--- src/rtl/xosera_pkg.sv ---
// Shared Xosera bus constants and the bus-master state type.
package xv;

  localparam logic cs_ENABLED  = 1'b0;
  localparam logic cs_DISABLED = 1'b1;
  localparam logic RnW_READ    = 1'b1;
  localparam logic RnW_WRITE   = 1'b0;

  typedef enum logic [1:0] {BM_IDLE, BM_SETUP, BM_STROBE, BM_HOLD} bm_state_t;

endpackage

--- src/rtl/xosera_bus_master.sv ---
// Host-side initiator: splits 16-bit register requests into even/odd byte
// strobe cycles on the Xosera 8-bit bus with programmable setup/strobe/hold.
module xosera_bus_master
  import xv::*;
#(
  parameter int SETUP_CYCLES  = 1,
  parameter int STROBE_CYCLES = 2,
  parameter int HOLD_CYCLES   = 1
) (
  input  logic        clk,
  input  logic        reset_i,
  input  logic        req_valid_i,
  output logic        req_ready_o,
  input  logic        req_rd_nwr_i,
  input  logic [3:0]  req_reg_num_i,
  input  logic        req_word_i,
  input  logic        req_bytesel_i,
  input  logic [15:0] req_wdata_i,
  output logic        rsp_valid_o,
  output logic [15:0] rsp_rdata_o,
  output logic        bus_cs_n_o,
  output logic        bus_rd_nwr_o,
  output logic [3:0]  bus_reg_num_o,
  output logic        bus_bytesel_o,
  output logic [7:0]  bus_data_o,
  output logic        bus_data_oe_o,
  input  logic [7:0]  bus_data_i
);

  localparam int MAX_ST  = (SETUP_CYCLES > STROBE_CYCLES) ? SETUP_CYCLES : STROBE_CYCLES;
  localparam int MAX_CYC = (MAX_ST > HOLD_CYCLES) ? MAX_ST : HOLD_CYCLES;
  localparam int CW      = $clog2(MAX_CYC + 1);

  localparam logic [CW-1:0] C_SETUP  = CW'(SETUP_CYCLES);
  localparam logic [CW-1:0] C_STROBE = CW'(STROBE_CYCLES);
  localparam logic [CW-1:0] C_HOLD   = CW'(HOLD_CYCLES);

  if (SETUP_CYCLES < 1 || STROBE_CYCLES < 1 || HOLD_CYCLES < 1) begin : g_bad_param
    $error("xosera_bus_master: SETUP/STROBE/HOLD_CYCLES must all be >= 1");
  end

  bm_state_t       r_state, w_state_nxt;
  logic [CW-1:0]   r_cnt, w_cnt_nxt;
  logic            r_second, w_second_nxt;
  logic            r_word, w_word_nxt;
  logic [7:0]      r_wdata_lo, w_wdata_lo_nxt;
  logic [15:0]     r_rdbuf, w_rdbuf_nxt;
  logic            r_cs_n, w_cs_n_nxt;
  logic            r_rd_nwr, w_rd_nwr_nxt;
  logic [3:0]      r_reg_num, w_reg_num_nxt;
  logic            r_bytesel, w_bytesel_nxt;
  logic [7:0]      r_data, w_data_nxt;
  logic            r_oe, w_oe_nxt;
  logic            r_rsp_valid, w_rsp_valid_nxt;
  logic [15:0]     r_rsp_rdata, w_rsp_rdata_nxt;

  logic w_cnt_last;
  logic w_is_read;
  logic w_even_word;

  assign w_cnt_last  = (r_cnt == CW'(1));
  assign w_is_read   = (r_rd_nwr == RnW_READ);
  assign w_even_word = r_word && !r_second;

  always_comb begin
    w_state_nxt     = r_state;
    w_cnt_nxt       = r_cnt;
    w_second_nxt    = r_second;
    w_word_nxt      = r_word;
    w_wdata_lo_nxt  = r_wdata_lo;
    w_rdbuf_nxt     = r_rdbuf;
    w_cs_n_nxt      = r_cs_n;
    w_rd_nwr_nxt    = r_rd_nwr;
    w_reg_num_nxt   = r_reg_num;
    w_bytesel_nxt   = r_bytesel;
    w_data_nxt      = r_data;
    w_oe_nxt        = r_oe;
    w_rsp_valid_nxt = 1'b0;
    w_rsp_rdata_nxt = r_rsp_rdata;

    case (r_state)
      BM_IDLE: begin
        if (req_valid_i) begin
          w_state_nxt    = BM_SETUP;
          w_cnt_nxt      = C_SETUP;
          w_second_nxt   = 1'b0;
          w_word_nxt     = req_word_i;
          w_wdata_lo_nxt = req_wdata_i[7:0];
          w_rdbuf_nxt    = 16'h0000;
          w_cs_n_nxt     = cs_DISABLED;
          w_rd_nwr_nxt   = req_rd_nwr_i;
          w_reg_num_nxt  = req_reg_num_i;
          w_bytesel_nxt  = req_word_i ? 1'b0 : req_bytesel_i;
          w_oe_nxt       = (req_rd_nwr_i == RnW_WRITE);
          if (req_rd_nwr_i == RnW_WRITE)
            w_data_nxt = req_word_i ? req_wdata_i[15:8] : req_wdata_i[7:0];
          else
            w_data_nxt = 8'h00;
        end
      end
      BM_SETUP: begin
        if (w_cnt_last) begin
          w_state_nxt = BM_STROBE;
          w_cnt_nxt   = C_STROBE;
          w_cs_n_nxt  = cs_ENABLED;
        end else begin
          w_cnt_nxt = r_cnt - CW'(1);
        end
      end
      BM_STROBE: begin
        if (w_cnt_last) begin
          w_state_nxt = BM_HOLD;
          w_cnt_nxt   = C_HOLD;
          w_cs_n_nxt  = cs_DISABLED;
          // Even byte of a word lands in [15:8]; everything else in [7:0].
          if (w_is_read)
            w_rdbuf_nxt = w_even_word ? {bus_data_i, r_rdbuf[7:0]} : {r_rdbuf[15:8], bus_data_i};
        end else begin
          w_cnt_nxt = r_cnt - CW'(1);
        end
      end
      BM_HOLD: begin
        if (w_cnt_last) begin
          if (w_even_word) begin
            w_state_nxt   = BM_SETUP;
            w_cnt_nxt     = C_SETUP;
            w_second_nxt  = 1'b1;
            w_bytesel_nxt = 1'b1;
            if (!w_is_read)
              w_data_nxt = r_wdata_lo;
          end else begin
            w_state_nxt     = BM_IDLE;
            w_oe_nxt        = 1'b0;
            w_rsp_valid_nxt = 1'b1;
            w_rsp_rdata_nxt = r_rdbuf;
          end
        end else begin
          w_cnt_nxt = r_cnt - CW'(1);
        end
      end
      default: w_state_nxt = BM_IDLE;
    endcase
  end

  always_ff @(posedge clk) begin
    if (reset_i) begin
      r_state     <= BM_IDLE;
      r_cnt       <= '0;
      r_second    <= 1'b0;
      r_word      <= 1'b0;
      r_wdata_lo  <= 8'h00;
      r_rdbuf     <= 16'h0000;
      r_cs_n      <= cs_DISABLED;
      r_rd_nwr    <= RnW_READ;
      r_reg_num   <= 4'h0;
      r_bytesel   <= 1'b0;
      r_data      <= 8'h00;
      r_oe        <= 1'b0;
      r_rsp_valid <= 1'b0;
      r_rsp_rdata <= 16'h0000;
    end else begin
      r_state     <= w_state_nxt;
      r_cnt       <= w_cnt_nxt;
      r_second    <= w_second_nxt;
      r_word      <= w_word_nxt;
      r_wdata_lo  <= w_wdata_lo_nxt;
      r_rdbuf     <= w_rdbuf_nxt;
      r_cs_n      <= w_cs_n_nxt;
      r_rd_nwr    <= w_rd_nwr_nxt;
      r_reg_num   <= w_reg_num_nxt;
      r_bytesel   <= w_bytesel_nxt;
      r_data      <= w_data_nxt;
      r_oe        <= w_oe_nxt;
      r_rsp_valid <= w_rsp_valid_nxt;
      r_rsp_rdata <= w_rsp_rdata_nxt;
    end
  end

  assign req_ready_o   = (r_state == BM_IDLE);
  assign rsp_valid_o   = r_rsp_valid;
  assign rsp_rdata_o   = r_rsp_rdata;
  assign bus_cs_n_o    = r_cs_n;
  assign bus_rd_nwr_o  = r_rd_nwr;
  assign bus_reg_num_o = r_reg_num;
  assign bus_bytesel_o = r_bytesel;
  assign bus_data_o    = r_data;
  assign bus_data_oe_o = r_oe;

endmodule

--- config.mk ---
export PLATFORM = sky130hd
export DESIGN_NAME = xosera_bus_master
export DESIGN_NICKNAME = d
export VERILOG_FILES = /design/src/rtl/xosera_pkg.sv /design/src/rtl/xosera_bus_master.sv
export SDC_FILE = /design/constraint.sdc
export NUM_CORES = 1
export LEC_CHECK = 0
export CORE_UTILIZATION = 40
export DETAILED_ROUTE_END_ITERATION = 10
export GPL_ROUTABILITY_DRIVEN = 0
export HOLD_SLACK_MARGIN = 0.03
export PLACE_DENSITY_LB_ADDON = 0.2
export SETUP_SLACK_MARGIN = 0.1
export SLEW_MARGIN = 10
export SYNTH_ARGS = -nofsm -noshare
export SYNTH_HDL_FRONTEND = slang
export SYNTH_SLANG_ARGS = --single-unit
--- constraint.sdc ---
create_clock -name clk -period 2.2 [get_ports clk]
set_input_delay 0.22 -clock clk [delete_from_list [all_inputs] [get_ports clk]]
set_output_delay 0.22 -clock clk [all_outputs]
set_load 0.01 [all_outputs]
==> results of run 1 <==
timing repair:
action                                  CTS  global route
resized for setup                         0             2
endpoints found under the hold margin     0             0
setup buffers                             0             1
endpoints found under the setup margin    0            14
sequential cells by signal (all words and copies together) (netlist names), 2 cells and up:
signal / count
r_rdbuf: 16
rsp_rdata_o: 16
bus_data_o: 8
r_wdata_lo: 8
bus_reg_num_o: 4
r_cnt: 2
r_state: 2
synth_stat cells (all sizes together):
| cell type | n |
|---|---|
| nand3b | 2 |
| and2 | 2 |
| and4 | 3 |
| and2b | 1 |
| and3 | 1 |
| o31ai | 1 |
| nor2 | 33 |
| nand2b | 4 |
| a31oi | 1 |
| nor2b | 2 |
| a211o | 1 |
| o2bb2ai | 1 |
| or2 | 1 |
| o21ai | 11 |
| buf | 9 |
| nor4 | 1 |
| a221oi | 2 |
| mux2i | 26 |
| a21oi | 50 |
| dfxtp | 63 |
| nand3 | 18 |
| nor3 | 4 |
| inv | 7 |
| or3 | 1 |
| clkbuf | 10 |
| ha | 11 |
| a211oi | 3 |
| a2111oi | 2 |
| nand2 | 46 |
| nand4 | 2 |
kinds of logic (layout without fill, tap and decap cells):
logic type / count (synthesis) / count (layout)
AND/OR/NAND/NOR: 121 / 121
AO/OA/AOI/OAI: 72 / 72
flip-flops: 63 / 63
multiplexers: 26 / 26
buffers and inverters: 26 / 98
adder cells (fa/ha/maj): 11 / 11
critical path, stage by stage, from the launching register on:
cell,delay [ns]
dfxtp_1,0.35
inv_1,0.20
ha_2,0.29
clkdlybuf4s50_1,0.56
per-stage QoR:
stage	util	total power [mW]	worst slack (ns)	area (um2)	cells
global placement	0.519	2.82	0.244	3500	454
detailed placement	0.519	2.84	0.171	3500	454
global route	0.556	4.30	0.158	3760	471
CTS	0.553	4.01	0.134	3730	470
floorplan	-	2.39	0.440	2790	319
finish	0.556	4.06	0.239	3760	471
cell usage in the layout (no fill, tap or decap), types with 3 or more instances in the layout:
cell             count
clkdlybuf4s50_1     66
dfxtp_1             63
a21oi_1             49
nand2_1             46
nor2_1              33
mux2i_1             26
nand3_1             17
ha_1                10
clkbuf_8            10
o21ai_0              8
inv_1                7
buf_4                7
nor3_1               4
nand2b_1             3
o21ai_1              3
and4_1               3
a211oi_1             3
cell type report:
class | instances | area share
timing repair buffer | 75 | 0.196
clock inverter | 6 | 0.0246
inverter | 7 | 0.00699
clock buffer | 10 | 0.0366
multi-input combinational | 230 | 0.373
tap | 80 | 0.0266
sequential | 63 | 0.336
where the power goes:
group / switching, mW / internal [mW]
registers: 0.114 / 1.29
logic: 0.813 / 0.684
clock network: 0.484 / 0.674
total: 1.41 / 2.65
per-layer routing:
| layer | vias up | track usage |
|---|---|---|
| met4 | 0 | 0.0818 |
| met5 | - | 0 |
| li1 | 1237 | - |
| met3 | 8 | 0.0554 |
| met1 | 1148 | 0.238 |
| met2 | 74 | 0.313 |
worst max path at each step:
stage / cells after the start / to / slack, ns / startpoint
4_1_cts: 7 / r_state[1] / 0.13 / r_state[0]
5_1_grt: 3 / req_ready_o / 0.16 / r_state[0]
2_1_floorplan: 7 / bus_data_oe_o / 0.44 / r_state[0]
6_report: 3 / req_ready_o / 0.24 / r_state[0]
3_5_place_dp: 7 / r_state[1] / 0.17 / r_state[0]
3_3_place_gp: 7 / r_state[1] / 0.24 / r_state[0]
==> results.sh, run 1 <==
export IMPL_path_clk_slew_ns=0.08
export IMPL_fin_tns_setup_ns=0
export IMPL_grt_pass1_vias=2322
export IMPL_cp_max_fo=7
export IMPL_fin_nets=431
export IMPL_power_density_nw_per_um2=1080
export IMPL_r2r_cells=6
export IMPL_cts_buffers=9
export IMPL_wl_met3_um=343
export IMPL_synthAdderAreaFrac=0.0494
export IMPL_clock_fmax_mhz=510
export IMPL_yosysTopAreaCellShare=0.453
export IMPL_synth_xor_area_frac=0
export IMPL_syn_area_um2=2790
export IMPL_finalClockSkew_ns=0.00912
export IMPL_grt_pass1_wl_mm=10.9
export IMPL_critPathLaunchType="register"
export IMPL_drt_iter0_markers=112
export IMPL_cts_root_buf="clkbuf_8"
export IMPL_drc=0
export IMPL_wl_per_cell_um=13.9
export IMPL_met2_wirelength_mm=3.03
export IMPL_postCtsHoldBufs=0
export IMPL_status="finished clean"
export IMPL_dpl_hpwl_mm=4.47
export IMPL_synth_compound_area_frac=0.158
export IMPL_leakage_nw=1.52
export IMPL_grt_overflow=0
export IMPL_first_pass_iters=4
export IMPL_grt_max_degree=30
export IMPL_hold_violations=0
export IMPL_setup_viol=0
export IMPL_postSynthCellCount=319
export IMPL_clock_path_buffers=2
export IMPL_crit_type="register to output port"
export IMPL_die_w_um=85.4
export IMPL_routed_via_density=5.24
export IMPL_synth_top_family_by_area="simple AND/OR/NAND/NOR gates"
export IMPL_r2r_start="r_state[1]"
export IMPL_multi_input_area_um2=1400
export IMPL_clock_sinks=63
export IMPL_ys_types=40
export IMPL_vias=2467
export IMPL_r2r_end="bus_data_o[3]"
export IMPL_cts_htree_levels=3
export IMPL_hp_class="input pin to register"
export IMPL_worst_pin_slew_ns=0.562
export IMPL_initial_core_util=0.412
export IMPL_synthTopCellsByArea="dfxtp_1 45%, mux2i_1 9.3%, a21oi_1 8.8%"
export IMPL_synth_fp_nets=364
export IMPL_min_period_ns=1.96
export IMPL_clk_latency_ns=0.34
export IMPL_portBuffers=67
export IMPL_cap_violations=0
export IMPL_top_layer="met4"
export IMPL_grtUsageTotal=0.192
export IMPL_ys_seq_area_frac=0.453
export IMPL_worstHoldStart="reset_i"
export IMPL_finalCritPeriodShare=0.891
export IMPL_cts_tree="done"
export IMPL_dieArea_um2=7300
export IMPL_worstHoldEndpoint="rsp_rdata_o[10]"
export IMPL_synth_seq_cells=63
export IMPL_syn2layout_area_growth_pct=35.0
export IMPL_num_fill_cells=644
export IMPL_ant_nets=0
export IMPL_whs_ns=0.324
export IMPL_slew_violations=0
export IMPL_core_area_um2=6760
export IMPL_cp_data_required_time_ns=1.98
export IMPL_register_area_um2=1260
export IMPL_antenna_found_initial=0
export IMPL_yosysTopAreaCell="dfxtp_1"
export IMPL_relSlewSlack=0.624
export IMPL_yosys_area_share_simple=0.201
export IMPL_peakVddDrop_v=0.000652
export IMPL_rows=30
export IMPL_io_pins=68
export IMPL_cp_end_kind="output port"
export IMPL_die_h_um=85.4
export IMPL_muxShareOfSynthArea=0.0934
export IMPL_n_antenna_cell=0
export IMPL_ys_warn_count=0
export IMPL_whs_path_depth=2
export IMPL_met1Wirelength_mm=3.08
export IMPL_rrSetupSlack_ns=0.33
export IMPL_syn_area_per_cell_um2=8.73
export IMPL_rsz0062_at_grt="no"
export IMPL_drt_total_wl_mm=6.54
export IMPL_drive_gt1_frac=0.0895
export IMPL_critical_path_arrival_ns=1.74
Power figures use the tool's default switching activity.
==> run 2, diff against run 1 <==
PLACE_DENSITY = 0.75   (was unset)
PLACE_DENSITY_LB_ADDON = unset   (was 0.2)
==> results.sh, run 2 (same netlist as run 1, synthesis figures left out) <==
export IMPL_hp_class="input pin to register"
export IMPL_drc=0
export IMPL_worstHoldEndpoint="bus_data_oe_o"
export IMPL_first_pass_iters=4
export IMPL_crit_slowest_cell="clkdlybuf4s50_1"
export IMPL_final_cell_mix="66 x clkdlybuf4s50_1, 63 x dfxtp_1, 49 x a21oi_1, 46 x nand2_1, 33 x nor2_1"
export IMPL_r2r_start="r_state[0]"
export IMPL_cp_data_required_time_ns=1.98
export IMPL_syn2layout_area_growth_pct=35.2
export IMPL_cts_tree="done"
export IMPL_worst_pin_slew_ns=0.588
export IMPL_initial_core_util=0.412
export IMPL_drive_gt1_frac=0.0867
export IMPL_cap_violations=0
export IMPL_slew_violations=0
export IMPL_io_pins=68
export IMPL_register_area_um2=1260
export IMPL_postCtsHoldBufs=0
export IMPL_critical_path_arrival_ns=1.75
export IMPL_n_antenna_cell=0
export IMPL_hold_violations=0
export IMPL_vias=2476
export IMPL_core_area_um2=6760
export IMPL_fin_nets=432
export IMPL_dpl_hpwl_mm=4.54
export IMPL_finalClockSkew_ns=0.00744
export IMPL_power_density_nw_per_um2=1100
export IMPL_critPathTopFamily="buffers and inverters"
export IMPL_r2r_cells=7
export IMPL_portBuffers=67
export IMPL_wl_per_cell_um=13.9
export IMPL_antenna_found_initial=0
export IMPL_slowest_delay_ns=0.57
export IMPL_rsz0062_at_grt="no"
export IMPL_grt_pass1_vias=2363
export IMPL_fin_tns_setup_ns=0
export IMPL_leakage_nw=1.54
export IMPL_rrSetupSlack_ns=0.25
export IMPL_layout_commonest_cell="clkdlybuf4s50_1"
export IMPL_routed_via_density=5.25
export IMPL_r2r_end="bus_bytesel_o"
export IMPL_setup_viol=0
export IMPL_die_h_um=85.4
export IMPL_relSlewSlack=0.607
export IMPL_status="finished clean"
export IMPL_cp_max_fo=7
export IMPL_cts_root_buf="clkbuf_8"
export IMPL_path_clk_slew_ns=0.07
export IMPL_cts_buffers=9
export IMPL_cts_htree_levels=3
export IMPL_critPathBufInv=2
export IMPL_min_period_ns=1.97
export IMPL_ant_nets=0
export IMPL_num_fill_cells=625
export IMPL_whs_path_depth=2
export IMPL_fin_util=0.557
export IMPL_drt_total_wl_mm=6.57
export IMPL_grtUsageTotal=0.191
export IMPL_grt_pass1_wl_mm=10.9
export IMPL_clock_fmax_mhz=507
export IMPL_multi_input_area_um2=1400
export IMPL_grt_max_degree=33
export IMPL_path_cells="inv_1, ha_2, clkdlybuf4s50_1"
export IMPL_clk_latency_ns=0.34
export IMPL_critPathLaunchType="register"
export IMPL_clock_path_buffers=2
export IMPL_die_w_um=85.4
export IMPL_drt_iter0_markers=86
export IMPL_worstHoldStart="reset_i"
export IMPL_peakVddDrop_v=0.000687
export IMPL_rows=30
export IMPL_crit_type="register to output port"
export IMPL_clock_sinks=63
export IMPL_cp_end_kind="output port"
export IMPL_grt_overflow=0
export IMPL_finalCritPeriodShare=0.897
export IMPL_dieArea_um2=7300
-- run 2: worst max path at each step --
stage          cells after the start       endpoint       start
2_1_floorplan                      7  bus_data_oe_o  r_state[0]
3_3_place_gp                       6  bus_data_o[3]  r_state[1]
3_5_place_dp                       7  bus_bytesel_o  r_state[0]
4_1_cts                            6  bus_data_o[0]  r_state[0]
5_1_grt                            3    req_ready_o  r_state[0]
6_report                           3    req_ready_o  r_state[0]
-- run 2: timing repair --
action / 4_1_cts / 5_1_grt
buffers inserted: 0 / 2
gates resized for setup: 0 / 1
hold endpoints to repair: 0 / 0
endpoints found under the setup margin: 0 / 12
-- run 2: where the power goes --
group	switching (mW)	internal, mW
combinational	0.820	0.660
clock	0.456	0.786
sequential	0.111	1.29
-- run 2: through the flow --
step                cells  area [um2]  worst slack [ns]  total power, mW  hold slack, ns
floorplan             319        2790             0.440             2.39           0.342
global placement      454        3500             0.380             2.82           0.444
detailed placement    454        3500             0.218             2.85           0.450
CTS                   470        3750             0.111             4.10           0.301
global route          472        3770             0.113             4.37           0.317
finish                472        3770             0.226             4.13           0.316
-- run 2: area by class of cell --
cell class                 count  share of cell area
clock buffer                  11              0.0375
tap                           80              0.0266
sequential                    63               0.335
timing repair buffer          76               0.195
inverter                       7             0.00698
clock inverter                 5              0.0276
multi-input combinational    230               0.372
-- run 2: worst reg2reg max path, delay by kind of cell (launching register included) --
family | cells | cell delay, ns
adder cells (fa/ha/maj) | 1 | 0.29
buffers and inverters | 2 | 0.44
AO/OA/AOI/OAI | 2 | 0.22
flip-flops | 1 | 0.35
AND/OR/NAND/NOR | 2 | 0.50
-- run 2: per-layer routing --
metal / vias up / global-route usage / wire length, um
li1: 1240 / - / -
met1: 1137 / 0.231 / 2890
met2: 93 / 0.303 / 3100
met3: 6 / 0.0875 / 531
met4: 0 / 0.0591 / 53
met5: - / 0 / 0
==> run 3, diff against run 2 <==
SKIP_LAST_GASP = 1   (was unset)
==> results of run 3 <==
The final DEF is identical to that of run 2; final timing and power are the same.
